==> src/rtl/defuzz_cog.sv <==
// Centre-of-gravity defuzzifier: accumulates sum(mu*s) and sum(mu) per frame, then divides.
// Define DEFUZZ_COG_ROUND_EN to get rounding to nearest, with halves rounded away from zero.
module defuzz_cog #(
    parameter int MAX_TERMS = 16
) (
    input  logic        clk,
    input  logic        rst_n,
    input  logic        in_valid,
    output logic        in_ready,
    input  logic [15:0] mu,
    input  logic [7:0]  s,
    input  logic        in_last,
    output logic        out_valid,
    input  logic        out_ready,
    output logic [7:0]  y,
    output logic        zero_w,
    output logic        err_ovf
);

`ifdef DEFUZZ_COG_ROUND_EN
    localparam int QB = 9;
`else
    localparam int QB = 8;
`endif
    localparam int CNT_W = $clog2(MAX_TERMS + 1);

    typedef enum logic [1:0] {ACC, DIV, OUT} state_t;

    state_t              r_state;
    logic signed [27:0]  r_num;
    logic [19:0]         r_den;
    logic [CNT_W-1:0]    r_cnt;
    logic [29:0]         r_rem;
    logic [29:0]         r_dvs;
    logic [QB-2:0]       r_q;
    logic                r_neg;
    logic [3:0]          r_step;
    logic [7:0]          r_y;
    logic                r_zero_w;
    logic                r_err_ovf;
    logic                r_in_ready;
    logic                r_out_valid;

    logic signed [24:0]  w_prod;
    logic signed [27:0]  w_num_nxt;
    logic [19:0]         w_den_nxt;
    logic                w_close;
    logic [27:0]         w_abs;
    logic [29:0]         w_rem_init;
    logic [29:0]         w_dvs_init;
    logic                w_ge;
    logic [QB-1:0]       w_q_nxt;

    // Rounded (or truncated) quotient magnitude; at most 128 for any legal frame.
    function automatic logic [8:0] round_mag(input logic [QB-1:0] q);
`ifdef DEFUZZ_COG_ROUND_EN
        logic [QB:0] t;
        t = {1'b0, q} + {{QB{1'b0}}, 1'b1};
        return t[QB:1];
`else
        return {1'b0, q};
`endif
    endfunction

    function automatic logic [7:0] sat_y(input logic neg, input logic [8:0] mag);
        if (neg)
            return (mag >= 9'd128) ? 8'h80 : 8'(~mag[7:0] + 8'd1);
        else
            return (mag > 9'd127) ? 8'h7f : mag[7:0];
    endfunction

    assign w_prod    = $signed({1'b0, mu}) * $signed(s);
    assign w_num_nxt = r_num + {{3{w_prod[24]}}, w_prod};
    assign w_den_nxt = r_den + {4'd0, mu};
    assign w_close   = in_last || (r_cnt == CNT_W'(MAX_TERMS - 1));
    assign w_abs     = w_num_nxt[27] ? $unsigned(-w_num_nxt) : $unsigned(w_num_nxt);
`ifdef DEFUZZ_COG_ROUND_EN
    assign w_rem_init = {1'b0, w_abs, 1'b0};
`else
    assign w_rem_init = {2'b00, w_abs};
`endif
    assign w_dvs_init = {10'd0, w_den_nxt} << (QB - 1);
    assign w_ge       = (r_rem >= r_dvs);
    assign w_q_nxt    = {r_q, w_ge};

    always_ff @(posedge clk) begin
        if (!rst_n) begin
            r_state     <= ACC;
            r_num       <= '0;
            r_den       <= '0;
            r_cnt       <= '0;
            r_step      <= '0;
            r_y         <= '0;
            r_zero_w    <= 1'b0;
            r_err_ovf   <= 1'b0;
            r_in_ready  <= 1'b1;
            r_out_valid <= 1'b0;
        end else begin
            case (r_state)
                ACC: begin
                    if (in_valid && r_in_ready) begin
                        r_num <= w_num_nxt;
                        r_den <= w_den_nxt;
                        r_cnt <= r_cnt + CNT_W'(1);
                        if (w_close) begin
                            r_err_ovf  <= !in_last;
                            r_in_ready <= 1'b0;
                            if (w_den_nxt == 20'd0) begin
                                r_y         <= '0;
                                r_zero_w    <= 1'b1;
                                r_out_valid <= 1'b1;
                                r_state     <= OUT;
                            end else begin
                                r_rem   <= w_rem_init;
                                r_dvs   <= w_dvs_init;
                                r_neg   <= w_num_nxt[27];
                                r_step  <= '0;
                                r_state <= DIV;
                            end
                        end
                    end
                end
                // One restoring-division quotient bit per cycle, MSB first.
                DIV: begin
                    if (w_ge)
                        r_rem <= r_rem - r_dvs;
                    r_dvs  <= r_dvs >> 1;
                    r_q    <= w_q_nxt[QB-2:0];
                    r_step <= r_step + 4'd1;
                    if (r_step == 4'(QB - 1)) begin
                        r_y         <= sat_y(r_neg, round_mag(w_q_nxt));
                        r_out_valid <= 1'b1;
                        r_state     <= OUT;
                    end
                end
                OUT: begin
                    if (out_ready) begin
                        r_out_valid <= 1'b0;
                        r_in_ready  <= 1'b1;
                        r_num       <= '0;
                        r_den       <= '0;
                        r_cnt       <= '0;
                        r_zero_w    <= 1'b0;
                        r_err_ovf   <= 1'b0;
                        r_state     <= ACC;
                    end
                end
                default: r_state <= ACC;
            endcase
        end
    end

    assign in_ready  = r_in_ready;
    assign out_valid = r_out_valid;
    assign y         = r_y;
    assign zero_w    = r_zero_w;
    assign err_ovf   = r_err_ovf;

endmodule
==> config.mk <==
export PLATFORM = sky130hd
export DESIGN_NAME = defuzz_cog
export DESIGN_NICKNAME = d
export VERILOG_FILES = /design/src/rtl/defuzz_cog.sv
export SDC_FILE = /design/constraint.sdc
export NUM_CORES = 1
export LEC_CHECK = 0
export ABC_AREA = 1
export BUFFER_PORTS_ARGS = -buffer_cell sky130_fd_sc_hd__buf_2
export CORE_ASPECT_RATIO = 1.1
export CORE_MARGIN = 1.5
export CORE_UTILIZATION = 46
export DETAILED_ROUTE_END_ITERATION = 6
export HOLD_SLACK_MARGIN = 0.15
export PLACE_DENSITY_LB_ADDON = 0.3
export REMOVE_ABC_BUFFERS = 1
export SETUP_SLACK_MARGIN = 0.1
export SYNTH_ARGS = -nofsm -noshare
export SYNTH_HDL_FRONTEND = slang
export SYNTH_SLANG_ARGS = --single-unit
==> constraint.sdc <==
create_clock -name clk -period 10.2 [get_ports clk]
set_input_delay 0.51 -clock clk [delete_from_list [all_inputs] [get_ports clk]]
set_output_delay 0.51 -clock clk [all_outputs]
set_load 0.01 [all_outputs]
* Yosys cells after proc, flatten, opt, wreduce, memory -nomap -nowiden
Cells that the tools add are included.
** Cells by class
- Magnitude comparators :: 3
- Bitwise operators :: 2
- Equality and inequality tests :: 11
- Multipliers :: 1
- Add/sub/neg operators :: 7
- Reductions and logical operators :: 19
- Mux-type cells :: 51
** Operators by type and width (number)
- 30-bit 2-to-1 mux :: 7
- 30-bit case mux with 2 select lines :: 2
- 28-bit 2-to-1 mux :: 3
- 8-bit 2-to-1 mux :: 7
- 28-bit case mux with 2 select lines :: 1
- 20-bit 2-to-1 mux :: 2
- 20-bit case mux with 2 select lines :: 1
- 30-bit >= comparator :: 1
- 30-bit subtractor :: 1
- 28-bit adder :: 1
- 28-bit negator :: 1
- 17-bit by 8-bit multiplier with 25-bit output :: 1
- 20-bit by 16-bit adder with 20-bit output :: 1
- 20-bit logical NOT :: 1
- 5-bit AND reduction :: 4
- 8-bit case mux with 2 select lines :: 1
- 2-bit != test (second input constant) :: 7
- 4-bit 2-to-1 mux :: 3
- 4-bit AND reduction :: 3
- 6-bit AND reduction :: 2
- 1-bit 2-to-1 mux :: 10
- 2-bit 2-to-1 mux :: 5
- 5-bit 2-to-1 mux :: 2
- 5-bit case mux with 2 select lines :: 1
- 23 further kinds :: 26
** Storage, ports and cells
- Input bits :: 29
- Output and inout bits :: 12
- Flip-flop bits (word level) :: 139

* Logic depth before layout (Yosys ltp)
- Depth in word-level cells :: 8
- Mapped depth :: 41
- Depth with buffers taken out :: 38

* Worst setup path before layout
OpenSTA, ideal clock, no wires.
- Kind :: input to register
- Start point :: input port s[6]
- End point :: register r_rem[25], data pin
- Setup time :: 0.256 ns
- Arrival time :: 6.492 ns
- Setup slack :: 3.452 ns
- Stages :: 37
- Required time :: 9.944 ns
- Cell sequence :: clkbuf_1 > clkbuf_1 > nand2_1 > fa_1 > fa_1 > inv_1 > fa_1 > inv_1 > fa_1 > inv_1 > ha_1 > inv_1 > nor3_1 > nand2_1 > nand2_1 > a21boi_1 > o21ai_0 > a21boi_0 > o21ai_1 > a21oi_1 > xor2_1 > ha_1 > nand2_1 > nor2_1 > inv_1 > nor2_1 > nand3_1 > nand3_1 > nand2_1 > nand2_1 > nand2_1 > nor2_1 > nand4_2 > nand2_2 > nand3_1 > nand3_1 > nand2_1
** Between the ends
- Cells in the longest elaborated chain, start to end :: 8
** RTL lines
- from (decl) :: RTL line 11 : input logic [7:0] s,
- 17-bit by 8-bit multiplier with 25-bit output * :: RTL line 72 : assign w_prod = $signed({1'b0, mu}) * $signed(s);
- 28-bit adder * :: RTL line 73 : assign w_num_nxt = r_num + {{3{w_prod[24]}}, w_prod};
- 28-bit negator :: RTL line 76 : assign w_abs = w_num_nxt[27] ? $unsigned(-w_num_nxt) : $unsigned(w_num_nxt);
- 28-bit 2-to-1 mux * :: RTL line 76
- 30-bit 2-to-1 mux * :: RTL line 108 : if (w_den_nxt == 20'd0) begin
- 30-bit 2-to-1 mux * :: RTL line 105 : if (w_close) begin
- 30-bit 2-to-1 mux * :: RTL line 101 : if (in_valid && r_in_ready) begin
- 30-bit case mux with 2 select lines * :: RTL line 99 : case (r_state)
- to (signal assigned) :: RTL line 114 : r_rem <= w_rem_init;
- to (signal assigned) :: RTL line 126 : r_rem <= r_rem - r_dvs;
- to (decl) :: RTL line 33 : logic [29:0] r_rem;
Mark *: on every way between the ends. The rest lies on a longest branch, timed or not. The select of a mux whose other input is x is not followed.
A chain may end at the register's enable or synchronous reset.

* Worst setup path in the final report
- Start point :: input port s[7]
- End point :: register r_rem[24], data pin
The elaborated chain is that of the path after synthesis.

==> impl_metrics.ini <==
[die]
start_util = 0.467
ios = 41
coreArea_mm2 = 0.0333
die_width_um = 178
die_height_um = 196
rows = 70
die_area_mm2 = 0.0349

[synth]
ys_async_sr_fraction = 0
yosys_warnings = 0
synth-edff-count = 65
yosysTopAreaCell = nand2_1
synth_top_flop_cell = dfxtp_1
synth_cell_types = 55
synth-seq-area-share = 0.217
ys_ff_latch = 136
synth_area_leaders = nand2_1, edfxtp_1, fa_1
syn_area_per_cell_um2 = 6.71
syn_inst = 2317
syn_area_mm2 = 0.0155
netlist.area_leader.share = 0.156

[drt]
via_count = 14200
vias_per_cell = 5.14
drtAntennaViolNets = 0
avgRoutedWirePerCell_um = 14.7
drtIter0Drc = 772
wl_mm = 40.6
drcViolationCount = 0
firstDrtPassIters = 5

[cts]
insertion_delay_ns = 0.45
post_cts_resized = 0
cts_hold_buffers = 0
cts-htree-levels = 4
numCtsBuffers = 17
clk_pin_slew_ns = 0.06
cts_sinks = 136
root_buffer = clkbuf_16
cts_tree = done
clockBufferDepth = 2
post-cts-setup-buffers = 0

[worst_setup_path]
critical_path_class = primary input to flop
slowest_delay_ns = 0.54
critPathSlowestCell = fa_1
worstPathArrival_ns = 7.45
crit_top_cell = nand2_1
end_kind = flop
start_kind = primary input
cp.required_ns = 10.39
critPathMaxFanout = 30

[job]
max_cap_viol_count = 0

[finish]
final_cell_mix = nand2_1, inv_1, a21oi_1
final_nets = 2574
synthToLayoutAreaGrowth_pct = 6.94
final_layout_size_suffix_gt1_frac = 0.0665
insertedDiodeCount = 0
final.fill_count = 3419
postLayoutCoreUtil = 0.500
layout_commonest_cell = nand2_1

[placed_design]
portBuffers = 40
dpl.hpwl_mm = 32.7
place.gp.congestion = 0.971

[timing]
setup_violations = 0
fin_crit_sh = 0.712
skew_ns = 0.0144
fmax_mhz = 138
tightest_slew_ns = 1.21
rsz0062_at_grt = false
slew_headroom = 0.193
drv_slew = 0
setup_tns_ns = 0
hold_violations = 0
fin_crit_ns = 7.26

[global_route]
grtUsageTotal = 0.244
antenna_found_initial = 0
grt_pass1_vias = 14100
grt_max_degree = 69
gr-total-overflow = 0
grt_pass1_wl_mm = 67.9

[min_path]
hp-class = primary input to flop

[run_status]
status = completed
==> sequential cells by signal, indices dropped and copies added, names as in the netlist, 2 cells and up <==
| signal | flops |
|---|---|
| r_rem | 30 |
| r_num | 28 |
| r_dvs | 27 |
| r_den | 20 |
| y | 8 |
| r_q | 7 |
| r_cnt | 5 |
| r_step | 4 |
| r_state | 2 |
==> worst max-delay path: cells and delay by family <==
family / cells / cell delay, ns
adder cells (fa/ha/maj): 6 / 2.77
XOR/XNOR: 1 / 0.21
AND/OR/NAND/NOR: 13 / 1.55
AO/OA/AOI/OAI: 10 / 1.70
buffers and inverters: 5 / 0.70
==> kinds of logic (layout without fill, tap and decap cells) <==
| kind of cell | count (synthesis) | count (layout) | share of synthesized area |
|---|---|---|---|
| flip-flops | 136 | 136 | 0.217 |
| AO/OA/AOI/OAI | 326 | 326 | 0.113 |
| buffers and inverters | 530 | 544 | 0.129 |
| XOR/XNOR | 48 | 48 | 0.0275 |
| AND/OR/NAND/NOR | 1050 | 1050 | 0.288 |
| adder cells (fa/ha/maj) | 227 | 227 | 0.225 |
==> cell usage after synthesis, drive strengths merged, types with 2 or more instances <==
master / number
nand2: 673
inv: 466
a21oi: 170
nor2: 168
ha: 139
nand3: 127
o21ai: 121
fa: 88
dfxtp: 71
edfxtp: 65
clkbuf: 50
xor2: 29
nand4: 26
nor3: 23
xnor2: 19
nand3b: 17
buf: 13
a21o: 10
o21bai: 6
or2: 6
a31oi: 4
nor4: 4
and2: 3
nor3b: 3
a21boi: 2
a31o: 2
o21a: 2
==> through the flow <==
step / cell area [um^2] / hold slack (ns) / setup slack [ns] / cells
after CTS: 16600 / 0.353 / 2.94 / 2763
final: 16600 / 0.373 / 2.94 / 2763
after floorplan: 15300 / 0.449 / 3.37 / 2254
after detailed placement: 16100 / 0.451 / 2.48 / 2731
after global placement: 16100 / 0.450 / 2.62 / 2731
after global routing: 16600 / 0.398 / 2.16 / 2763
==> per-layer routing <==
metal | track usage | share of wire | vias up
met2 | 0.424 | 0.48 | 272
met5 | 0 | 0 | -
met3 | 0.0227 | 0.033 | 55
li1 | - | - | 7273
met4 | 0.0750 | 0.021 | 0
met1 | 0.318 | 0.47 | 6590
==> worst paths after layout <==
kind | depth (start not counted) | from | slack (ns) | endpoint
setup / recovery | 35 | s[7] | 2.94 | r_rem[24]
hold / removal | 3 | in_last | 0.37 | err_ovf
setup reg to reg | 16 | r_den[0] | 6.30 | r_dvs[6]
hold reg to reg | 2 | y[0] | 0.46 | y[0]
==> layout make-up <==
type	instances	area, um^2	share of cell area
multi-input combinational	1651	10200	0.612
sequential	136	3370	0.203
inverter	467	1750	0.105
tap	432	541	0.0325
clock buffer	19	454	0.0273
timing repair buffer	45	238	0.0143
clock inverter	13	88.8	0.00534
Power is not shown: default switching activity piles up to over one toggle a cycle in this logic, so the estimate is an artifact.
